==> src/rtl/video_frame_encoder.sv <==
// Composite raster generator that carries payload bytes as amplitude symbols
// on each active line, pulled from a valid/ready byte stream.
module video_frame_encoder #(
    parameter int H_TOTAL          = 858,
    parameter int H_SYNC           = 64,
    parameter int H_ACTIVE_START   = 122,
    parameter int V_TOTAL          = 525,
    parameter int V_SYNC           = 6,
    parameter int V_ACTIVE_START   = 20,
    parameter int V_ACTIVE         = 480,
    parameter int BITS_PER_SYMBOL  = 2,
    parameter int SYMBOL_CYCLES    = 4,
    parameter int PREAMBLE_SYMBOLS = 8,
    parameter int PAYLOAD_BYTES    = 20,
    parameter int SYNC_LEVEL       = 0,
    parameter int BLANK_LEVEL      = 60,
    parameter int BLACK_LEVEL      = 70,
    parameter int WHITE_LEVEL      = 200
) (
    input  logic        clk,
    input  logic        rst,
    input  logic        enable,
    input  logic [7:0]  in_data,
    input  logic        in_valid,
    output logic        in_ready,
    output logic [7:0]  video,
    output logic        sync_n,
    output logic        frame_start,
    output logic [15:0] underrun_count
);

    localparam int SPB   = 8 / BITS_PER_SYMBOL;
    localparam int NS    = PREAMBLE_SYMBOLS + 1 + PAYLOAD_BYTES * SPB;
    localparam int F_CLK = H_ACTIVE_START + PREAMBLE_SYMBOLS * SYMBOL_CYCLES;
    localparam int MAXS  = (1 << BITS_PER_SYMBOL) - 1;
    localparam int HW    = $clog2(H_TOTAL + 1);
    localparam int VW    = $clog2(V_TOTAL + 1);
    localparam int IW    = $clog2(NS + 1);
    localparam int PW    = $clog2(SYMBOL_CYCLES + 1);
    localparam logic [7:0] SYM_MAX = 8'(MAXS);

    if (BITS_PER_SYMBOL != 1 && BITS_PER_SYMBOL != 2 &&
        BITS_PER_SYMBOL != 4 && BITS_PER_SYMBOL != 8) begin : g_bad_bps
        $error("BITS_PER_SYMBOL must be 1, 2, 4 or 8");
    end
    if (PREAMBLE_SYMBOLS % 2 != 0) begin : g_bad_pre
        $error("PREAMBLE_SYMBOLS must be even");
    end
    if (H_ACTIVE_START + NS * SYMBOL_CYCLES > H_TOTAL) begin : g_bad_h
        $error("symbol window does not fit in the line");
    end
    if (V_ACTIVE_START + V_ACTIVE > V_TOTAL) begin : g_bad_v
        $error("active lines do not fit in the frame");
    end

    function automatic logic [7:0] level(input logic [7:0] s);
        int lv;
        lv = BLACK_LEVEL + (int'(s) * (WHITE_LEVEL - BLACK_LEVEL)) / MAXS;
        return 8'(lv);
    endfunction

    logic [HW-1:0] h_cnt;
    logic [VW-1:0] v_cnt;
    logic          in_win;
    logic [IW-1:0] sym_idx;
    logic [PW-1:0] sym_phase;
    logic          data_line;
    logic [7:0]    shreg;

    int         hi, vi, si;
    logic       active, win, sym_end, byte_edge, fetch, shift;
    logic [7:0] sym, video_d;
    logic       sync_d, frame_d;

    always_comb begin
        hi        = int'(h_cnt);
        vi        = int'(v_cnt);
        si        = int'(sym_idx);
        active    = vi >= V_ACTIVE_START &&
                    vi < V_ACTIVE_START + V_ACTIVE;
        win       = in_win && active;
        sym_end   = int'(sym_phase) == SYMBOL_CYCLES - 1;
        // last clock of the flag or of a byte's final symbol
        byte_edge = si >= PREAMBLE_SYMBOLS && si < NS - 1 &&
                    (si - PREAMBLE_SYMBOLS) % SPB == 0;
        fetch     = win && sym_end && byte_edge;
        shift     = win && sym_end && si > PREAMBLE_SYMBOLS;
        in_ready  = data_line && fetch;
        frame_d   = hi == 0 && vi == 0;

        sym = 8'd0;
        if (si < PREAMBLE_SYMBOLS)
            sym = (si % 2 == 0) ? SYM_MAX : 8'd0;
        else if (si == PREAMBLE_SYMBOLS)
            sym = data_line ? SYM_MAX : 8'd0;
        else if (data_line)
            sym = 8'(shreg[7 -: BITS_PER_SYMBOL]);

        sync_d  = 1'b1;
        video_d = 8'(BLANK_LEVEL);
        if (vi < V_SYNC) begin
            sync_d = hi >= H_TOTAL - H_SYNC;
        end else if (hi < H_SYNC) begin
            sync_d  = 1'b0;
            video_d = 8'(SYNC_LEVEL);
        end else if (win) begin
            video_d = level(sym);
        end
    end

    always_ff @(posedge clk or negedge rst) begin
        if (!rst) begin
            h_cnt <= '0;
            v_cnt <= '0;
        end else if (hi == H_TOTAL - 1) begin
            h_cnt <= '0;
            v_cnt <= (vi == V_TOTAL - 1) ? '0 : v_cnt + VW'(1);
        end else begin
            h_cnt <= h_cnt + HW'(1);
        end
    end

    always_ff @(posedge clk or negedge rst) begin
        if (!rst) begin
            in_win    <= 1'b0;
            sym_idx   <= '0;
            sym_phase <= '0;
        end else if (hi == H_ACTIVE_START - 1) begin
            in_win    <= 1'b1;
            sym_idx   <= '0;
            sym_phase <= '0;
        end else if (in_win) begin
            if (sym_end) begin
                sym_phase <= '0;
                if (si == NS - 1)
                    in_win <= 1'b0;
                else
                    sym_idx <= sym_idx + IW'(1);
            end else begin
                sym_phase <= sym_phase + PW'(1);
            end
        end
    end

    always_ff @(posedge clk or negedge rst) begin
        if (!rst)
            data_line <= 1'b0;
        else if (hi == F_CLK - 1)
            data_line <= active && enable && in_valid;
    end

    always_ff @(posedge clk or negedge rst) begin
        if (!rst)
            shreg <= '0;
        else if (in_ready)
            shreg <= in_valid ? in_data : 8'h00;
        else if (shift)
            shreg <= shreg << BITS_PER_SYMBOL;
    end

    always_ff @(posedge clk or negedge rst) begin
        if (!rst)
            underrun_count <= '0;
        else if (in_ready && !in_valid && underrun_count != 16'hFFFF)
            underrun_count <= underrun_count + 16'd1;
    end

    always_ff @(posedge clk or negedge rst) begin
        if (!rst) begin
            video       <= 8'(BLANK_LEVEL);
            sync_n      <= 1'b1;
            frame_start <= 1'b0;
        end else begin
            video       <= video_d;
            sync_n      <= sync_d;
            frame_start <= frame_d;
        end
    end

endmodule

==> config.mk <==
export PLATFORM = sky130hd
export DESIGN_NAME = video_frame_encoder
export DESIGN_NICKNAME = d
export VERILOG_FILES = /design/src/rtl/video_frame_encoder.sv
export SDC_FILE = /design/constraint.sdc
export NUM_CORES = 1
export LEC_CHECK = 0
export ABC_AREA = 1
export BUFFER_PORTS_ARGS = -buffer_cell sky130_fd_sc_hd__buf_2
export CAP_MARGIN = 25
export CORE_MARGIN = 2
export CORE_UTILIZATION = 55
export CTS_BUF_LIST = sky130_fd_sc_hd__clkbuf_4
export DETAILED_ROUTE_END_ITERATION = 16
export PLACE_DENSITY_LB_ADDON = 0.15
export SKIP_CTS_REPAIR_TIMING = 1
export SYNTH_ARGS = -nofsm -noshare
export SYNTH_HDL_FRONTEND = slang
export SYNTH_SLANG_ARGS = --single-unit
==> constraint.sdc <==
create_clock -name clk -period 1.9 [get_ports clk]
set_input_delay 0.19 -clock clk [delete_from_list [all_inputs] [get_ports clk]]
set_output_delay 0.19 -clock clk [all_outputs]
set_load 0.005 [all_outputs]
==> results of run 1 <==
[stage by stage]
step                      setup WS (ns)  power (uW)   TNS, ns  area (um2)
after floorplan                  0.1319        1439         0        3865
after global placement           0.1631        1489         0        4259
after detailed placement        0.08284        1489         0        4259
after CTS                       -0.3252        2407   -0.3252        4392
after global routing            -0.1696        2495   -0.2256        4659
final                          -0.04366        2395  -0.04366        4659
[layout make-up]
cell class,count,area [um2]
well taps,96,120.1
clock buffers,12,90.09
fillers,544,2135
flip-flops and latches,66,1662
clock inverters,4,42.54
multi-input cells,348,1957
inverters,59,221.5
repair buffers,80,566.8
[report_power, final]
group / leakage [uW] / switching [uW] / total [uW] / internal, uW
Sequential: 0.000838 / 0 / 1400 / 1400
Clock: 0.0000764 / 491 / 927 / 436
Combinational: 0.00149 / 41.1 / 63.5 / 22.4
[synth_stat cells, drive strengths merged]
cell type / count
o21a: 1
buf: 9
and3b: 1
nor2: 50
a211oi: 1
ha: 13
nand4: 30
inv: 58
o31ai: 1
xor2: 16
nor4: 3
nor3: 14
xnor2: 5
a21oi: 12
dfstp: 5
nand2: 122
clkinv: 1
nand3: 52
nand3b: 1
a21o: 1
o21ai: 25
dfrtp: 61
[layer usage]
metal / routed length, um / vias up / track usage [%] / part of all wire, %
met2: 4218 / 78 / 38.50 / 49
met5: 0 / - / 0 / 0
met3: 283 / 16 / 3.487 / 3.3
met4: 172 / 0 / 9.650 / 2.0
met1: 3971 / 1632 / 30.40 / 46
li1: - / 1755 / - / -
[logic make-up after synthesis]
| kind of cell | share of synthesized area [%] |
|---|---|
| AND/OR/NAND/NOR | 34.77 |
| buffers and inverters | 7.510 |
| flip-flops | 42.89 |
| AO/OA/AOI/OAI | 5.860 |
| XOR/XNOR | 4.759 |
| adder cells (fa/ha/maj) | 4.209 |
[registers in the layout (all words and copies together) (netlist names)]
name            flops
v_cnt              10
sym_idx             7
video               8
frame_start         1
shreg               8
data_line           1
h_cnt              10
sym_phase           3
sync_n              1
in_win              1
underrun_count     16
[worst paths after layout]
path | slack (ns) | startpoint | end | depth (start not counted)
hold / removal | 0.03 | in_data[3] | shreg[3] | 3
min in group asynchronous | 0.24 | rst | h_cnt[3] | 2
setup reg to reg | 0.10 | h_cnt[1] | sym_idx[0] | 11
setup / recovery | -0.04 | v_cnt[2] | in_ready | 8
hold reg to reg | 0.52 | h_cnt[0] | h_cnt[0] | 1
max in group asynchronous | 1.02 | rst | shreg[3] | 3
[tightest hold or removal path, cell delays in order]
cell     delay, ns
buf_2         0.08
nand3_1       0.07
nand3_1       0.07
==> flow_summary_export.csv, run 1 <==
group,metric,value,unit
floorplanning,core_area,6794,um2
synthesis,yosysSeqAreaShare,42.89,%
synthesis,ys_seq_elements,66,
timing,unrepaired_setup_endpoints_after_global_routing,"true",
critical_path,critical_path_buf_inv_count,1,
global_routing,globalRouteTotalUtil,23.20,%
critical_path,largest_incremental_delay_on_the_critical_path,0.46,ns
critical_path,timing.critical_path.arrival,1.75,ns
timing,period_minus_slack,1.944,ns
floorplanning,io_pins,39,
global_routing,grt_first_pass_wirelength,14.17,mm
cts,tritoncts_buffer_count,9,
synthesis,netlist_area,3865,um2
detailed_routing,routed_via_density,5.235,
placement,routabilityCongestion,0.8851,
cts,htree_num_levels,3,
global_routing,grt_total_ovfl,0,
power,worst_ir_drop_vdd,0.2909,mV
power,static-leakage-power,0.002405,uW
cts,clk_latency,0.42,ns
critical_path,class_of_the_most_critical_setup_path,"register to output pin",
critical_path,path_cells,"nor2_4 > nor2_4 > nand2_2 > nand2_2 > nor2_4 > nand3_4 > nor2_8 > buf_6",
timing,setup-violations-final,1,
timing,fin_max_slew_vios,0,
placement,io_buf_count,38,
finish,final_layout_size_suffix_gt1_share,24.43,%
synthesis,synth_warnings,0,
floorplanning,dieArea,7714,um2
global_routing,grt_max_degree,30,
timing,max_clock_freq,514.5,MHz
critical_path,critical-path-top-cell-by-count,"nor2_4",
synthesis,syn_inst,482,
power,power-per-cell-area,514.0,nW/um2
floorplanning,floorplan.rows,30,
floorplanning,effective_utilization_at_floorplan,56.89,%
synthesis,ys_types,35,
worst_hold_path,worstHoldPathType,"input port to register",
finish,layoutNonFillerInstCount,665,
critical_path,critical-path-slowest-cell,"dfrtp_2",
timing,timing.final.crit_share,102.3,%
run_status,violations_in_the_final_reports,"setup timing",
critical_path,startpoint_type,"register",
detailed_routing,drt-wirelength-per-cell,13.00,um
cts,clkSinkCount,66,
run,drv_cap,0,
synthesis,postSynthNetCount,507,
detailed_routing,route.detailed.drc,0,
finish,syn_to_final_growth,20.56,%
global_routing,first_global_vias,3149,
finish,insertedDiodeCount,0,
finish,most-common-layout-cells,"113 x nand2_1, 58 x dfrtp_1, 48 x nand3_1, 46 x inv_1",
critical_path,cp_top_family,"simple AND/OR/NAND/NOR gates",
synthesis,synth_largest_type_area_fraction,39.49,%
timing,worst-slew-pin-transition,0.4985,ns
timing,hold_slack,0.03082,ns
critical_path,crit_path_end_kind,"output pin",
finish,fin_util,68.58,%
timing,final.setup.worst_slack,-0.04366,ns
timing,hold_fails_final_rpt,0,
synthesis,post-synth-top-area-cell,"dfrtp_1",
finish,final_common_cell,"nand2_1",
timing,timing.slew.headroom,66.46,%
placement,dpl.cell_count,624,
detailed_routing,drt_pre_antenna_iters,4,
cts,ctsLongestPathBuffers,2,
cts,clock_tree.root_cell,"clkbuf_4",
critical_path,cp.required,1.71,ns
synthesis,synth.top_cells.by_area,"dfrtp_1 39%, nand2_1 11%, nand3_1 6.3%, inv_1 5.0%, nand4_1 4.4%",
run_status,status,"complete, but fails checks",
floorplanning,die_width,87.83,um
detailed_routing,finalWirelength,8.645,mm
detailed_routing,detailroute.via_count,3481,
cts,cts_tree,"yes",
placement,place_hpwl,6.181,mm
timing,timing.clock.skew,0.02201,ns
detailed_routing,initialDrtViolationCount,139,
finish,num-nets-final,589,
floorplanning,floorplan.die.height,87.83,um
critical_path,critPathMaxFanout,6,
detailed_routing,antenna_left,0,
global_routing,grt_antenna_before_repair,0,
synthesis,per_instance_average_area_after_synthesis,8.019,um2
cts,clkSlewWorstSetupHoldPaths,0.10,ns
No activity file was read; power rests on OpenSTA's default activity.
==> run 2: changes to the inputs <==
- CORE_UTILIZATION: 55 -> 42
- GPL_TIMING_DRIVEN: not set -> 0
==> run 2 against run 1 <==
  * The run ends with hold timing, setup timing left
  * Combinational power is 12% lower
  * Sequential cell count stayed put
  * Fmax shrank 4.1%
  * Cell count grew 1.7%
  * Critical path type unchanged
  * Critical endpoint unchanged
  * Largest cell class unchanged
  * Largest power group unchanged
==> flow_summary_export.csv, run 2 (same netlist as run 1, synthesis figures left out) <==
group,metric,value,unit
run_status,status,"complete, but fails checks",
run_status,violations_in_the_final_reports,"hold timing, setup timing",
detailed_routing,detailroute.via_count,3402,
floorplanning,floorplan.rows,35,
critical_path,cp.required,1.71,ns
global_routing,grt_antenna_before_repair,0,
finish,most-common-layout-cells,"110 x nand2_1, 56 x dfrtp_1, 47 x nand3_1, 46 x inv_1, 40 x buf_2",
critical_path,class_of_the_most_critical_setup_path,"register to output pin",
finish,sequential_cell_area,1664,um2
global_routing,globalRouteTotalUtil,17.33,%
finish,layoutNonFillerInstCount,676,
worst_hold_path,timing.hold.worst_path_depth,3,
global_routing,globalRouteMet1Util,22.85,%
cts,ctsLongestPathBuffers,2,
placement,dpl.cell_count,631,
detailed_routing,route.detailed.drc,0,
global_routing,use_met3,3.273,%
floorplanning,dieArea,9986,um2
worst_hold_path,hold_path_startpoint,"in_data[5]",
floorplanning,core_area,9065,um2
critical_path,number_of_cells_on_the_worst_reg_to_reg_path,10,
finish,final_common_cell,"nand2_1",
placement,io_buf_count,38,
finish,max_flop_register,"underrun_count",
timing,max_clock_freq,493.5,MHz
floorplanning,floorplan.die.height,99.93,um
cts,clkSinkCount,66,
power,static-leakage-power,0.002397,uW
global_routing,global_route.usage.met2,28.95,%
critical_path,critPathMaxFanout,5,
critical_path,rr_startpoint,"underrun_count[1]",
detailed_routing,routed_via_density,5.033,
detailed_routing,finalWirelength,8.628,mm
timing,setup-violations-final,1,
power,worst_ir_drop_vdd,0.2362,mV
placement,place_hpwl,5.859,mm
cts,cts_tree,"yes",
critical_path,number_of_cells_on_the_critical_path,10,
timing,timing.slew.headroom,43.98,%
timing,final.setup.worst_slack,-0.1262,ns
finish,fin_util,51.64,%
critical_path,critical-path-slowest-cell,"dfrtp_1",
critical_path,largest_incremental_delay_on_the_critical_path,0.39,ns
floorplanning,io_pins,39,
placement,place_area,4197,um2
cts,htree_num_levels,3,
timing,period_minus_slack,2.026,ns
cts,clk_latency,0.40,ns
global_routing,grt_first_pass_wirelength,14.07,mm
floorplanning,die_width,99.93,um
detailed_routing,antenna_left,0,
finish,final_layout_size_suffix_gt1_share,26.02,%
finish,multiInputGateArea,2018,um2
finish,num-nets-final,585,
detailed_routing,initialDrtViolationCount,88,
critical_path,critical_path_buf_inv_count,3,
finish,insertedDiodeCount,0,
cts,clock_tree.root_cell,"clkbuf_4",
timing,hold_slack,-0.01062,ns
run,drv_cap,0,
timing,worst-slew-pin-transition,0.8402,ns
critical_path,cp_top_family,"simple AND/OR/NAND/NOR gates",
timing,timing.clock.skew,0.01433,ns
worst_hold_path,worstHoldPathType,"input port to register",
critical_path,crit_path_end_kind,"output pin",
cts,tritoncts_buffer_count,9,
finish,reg_top3,"underrun_count (16), h_cnt (10), v_cnt (10)",
timing,unrepaired_setup_endpoints_after_global_routing,"true",
detailed_routing,drt_pre_antenna_iters,4,
critical_path,path_cells,"buf_6 > nor2_4 > nor2_4 > nand2_2 > nand2_2 > nor2_4 > nand3_4 > nor2_8 > buf_6 > buf_6",
critical_path,startpoint_type,"register",
timing,timing.final.crit_share,106.6,%
finish,syn_to_final_growth,21.11,%
timing,hold_fails_final_rpt,1,
critical_path,timing.critical_path.arrival,1.84,ns
placement,routabilityCongestion,0.8831,
cts,clkSlewWorstSetupHoldPaths,0.11,ns
global_routing,first_global_vias,3079,
global_routing,global_route.peak_usage_layer,"met2",
finish,largest_register_ffs,16,
detailed_routing,drt-wirelength-per-cell,12.76,um
global_routing,grt_max_degree,67,
floorplanning,effective_utilization_at_floorplan,42.64,%
critical_path,critical_path.startpoint,"v_cnt[3]",
placement,dp_slack,-0.1266,ns
finish,post-route-cell-area,4681,um2
finish,nFillCells,869,
timing,fin_max_slew_vios,0,
global_routing,grt_total_ovfl,0,
power,power-per-cell-area,510.6,nW/um2
## run 2: cell types whose count changed in the layout (fill, tap and decap cells not counted), sizes merged
cell / delta
buf: -2
dlygate4sd3: -1
clkinv: +2
clkbuf: -3
## run 2: final cells by class
class / count / share of cell area (%)
Buffer: 9 / 1.550
Clock buffer: 10 / 1.604
Clock inverter: 6 / 1.230
Inverter: 59 / 4.785
Multi-Input combinational cell: 348 / 43.12
Sequential cell: 66 / 35.55
Tap cell: 111 / 2.967
Timing Repair Buffer: 67 / 9.195
## run 2: power breakdown
group          switching (uW)  total [uW]  internal [uW]
clock                     522         930            408
sequential                  0        1400           1400
combinational            40.2        55.8           15.6
## run 2: worst paths after layout
check / slack [ns] / end
max in group asynchronous: 0.87 / v_cnt[4]
min reg2reg: 0.51 / sym_phase[2]
min: -0.01 / shreg[5]
max reg2reg: 0.11 / underrun_count[7]
max: -0.13 / in_ready
min in group asynchronous: 0.43 / h_cnt[7]
## run 2: metal layers
layer / vias up / wire (um)
li1: 1743 / -
met1: 1601 / 4052
met2: 50 / 4246
met3: 8 / 229
met4: 0 / 100
met5: - / 0
## run 2: worst min-delay path, delay by kind of cell
kind                   cells  cell delay (ns)
buffers and inverters      1             0.07
AND/OR/NAND/NOR            2             0.10
## run 2: stage by stage
step / total power, uW / setup TNS, ns
after global placement: 1483 / -0.1984
after global routing: 2492 / -0.3442
after detailed placement: 1484 / -0.4378
final: 2390 / -0.1262
after floorplan: 1439 / 0
after CTS: 2427 / -1.233
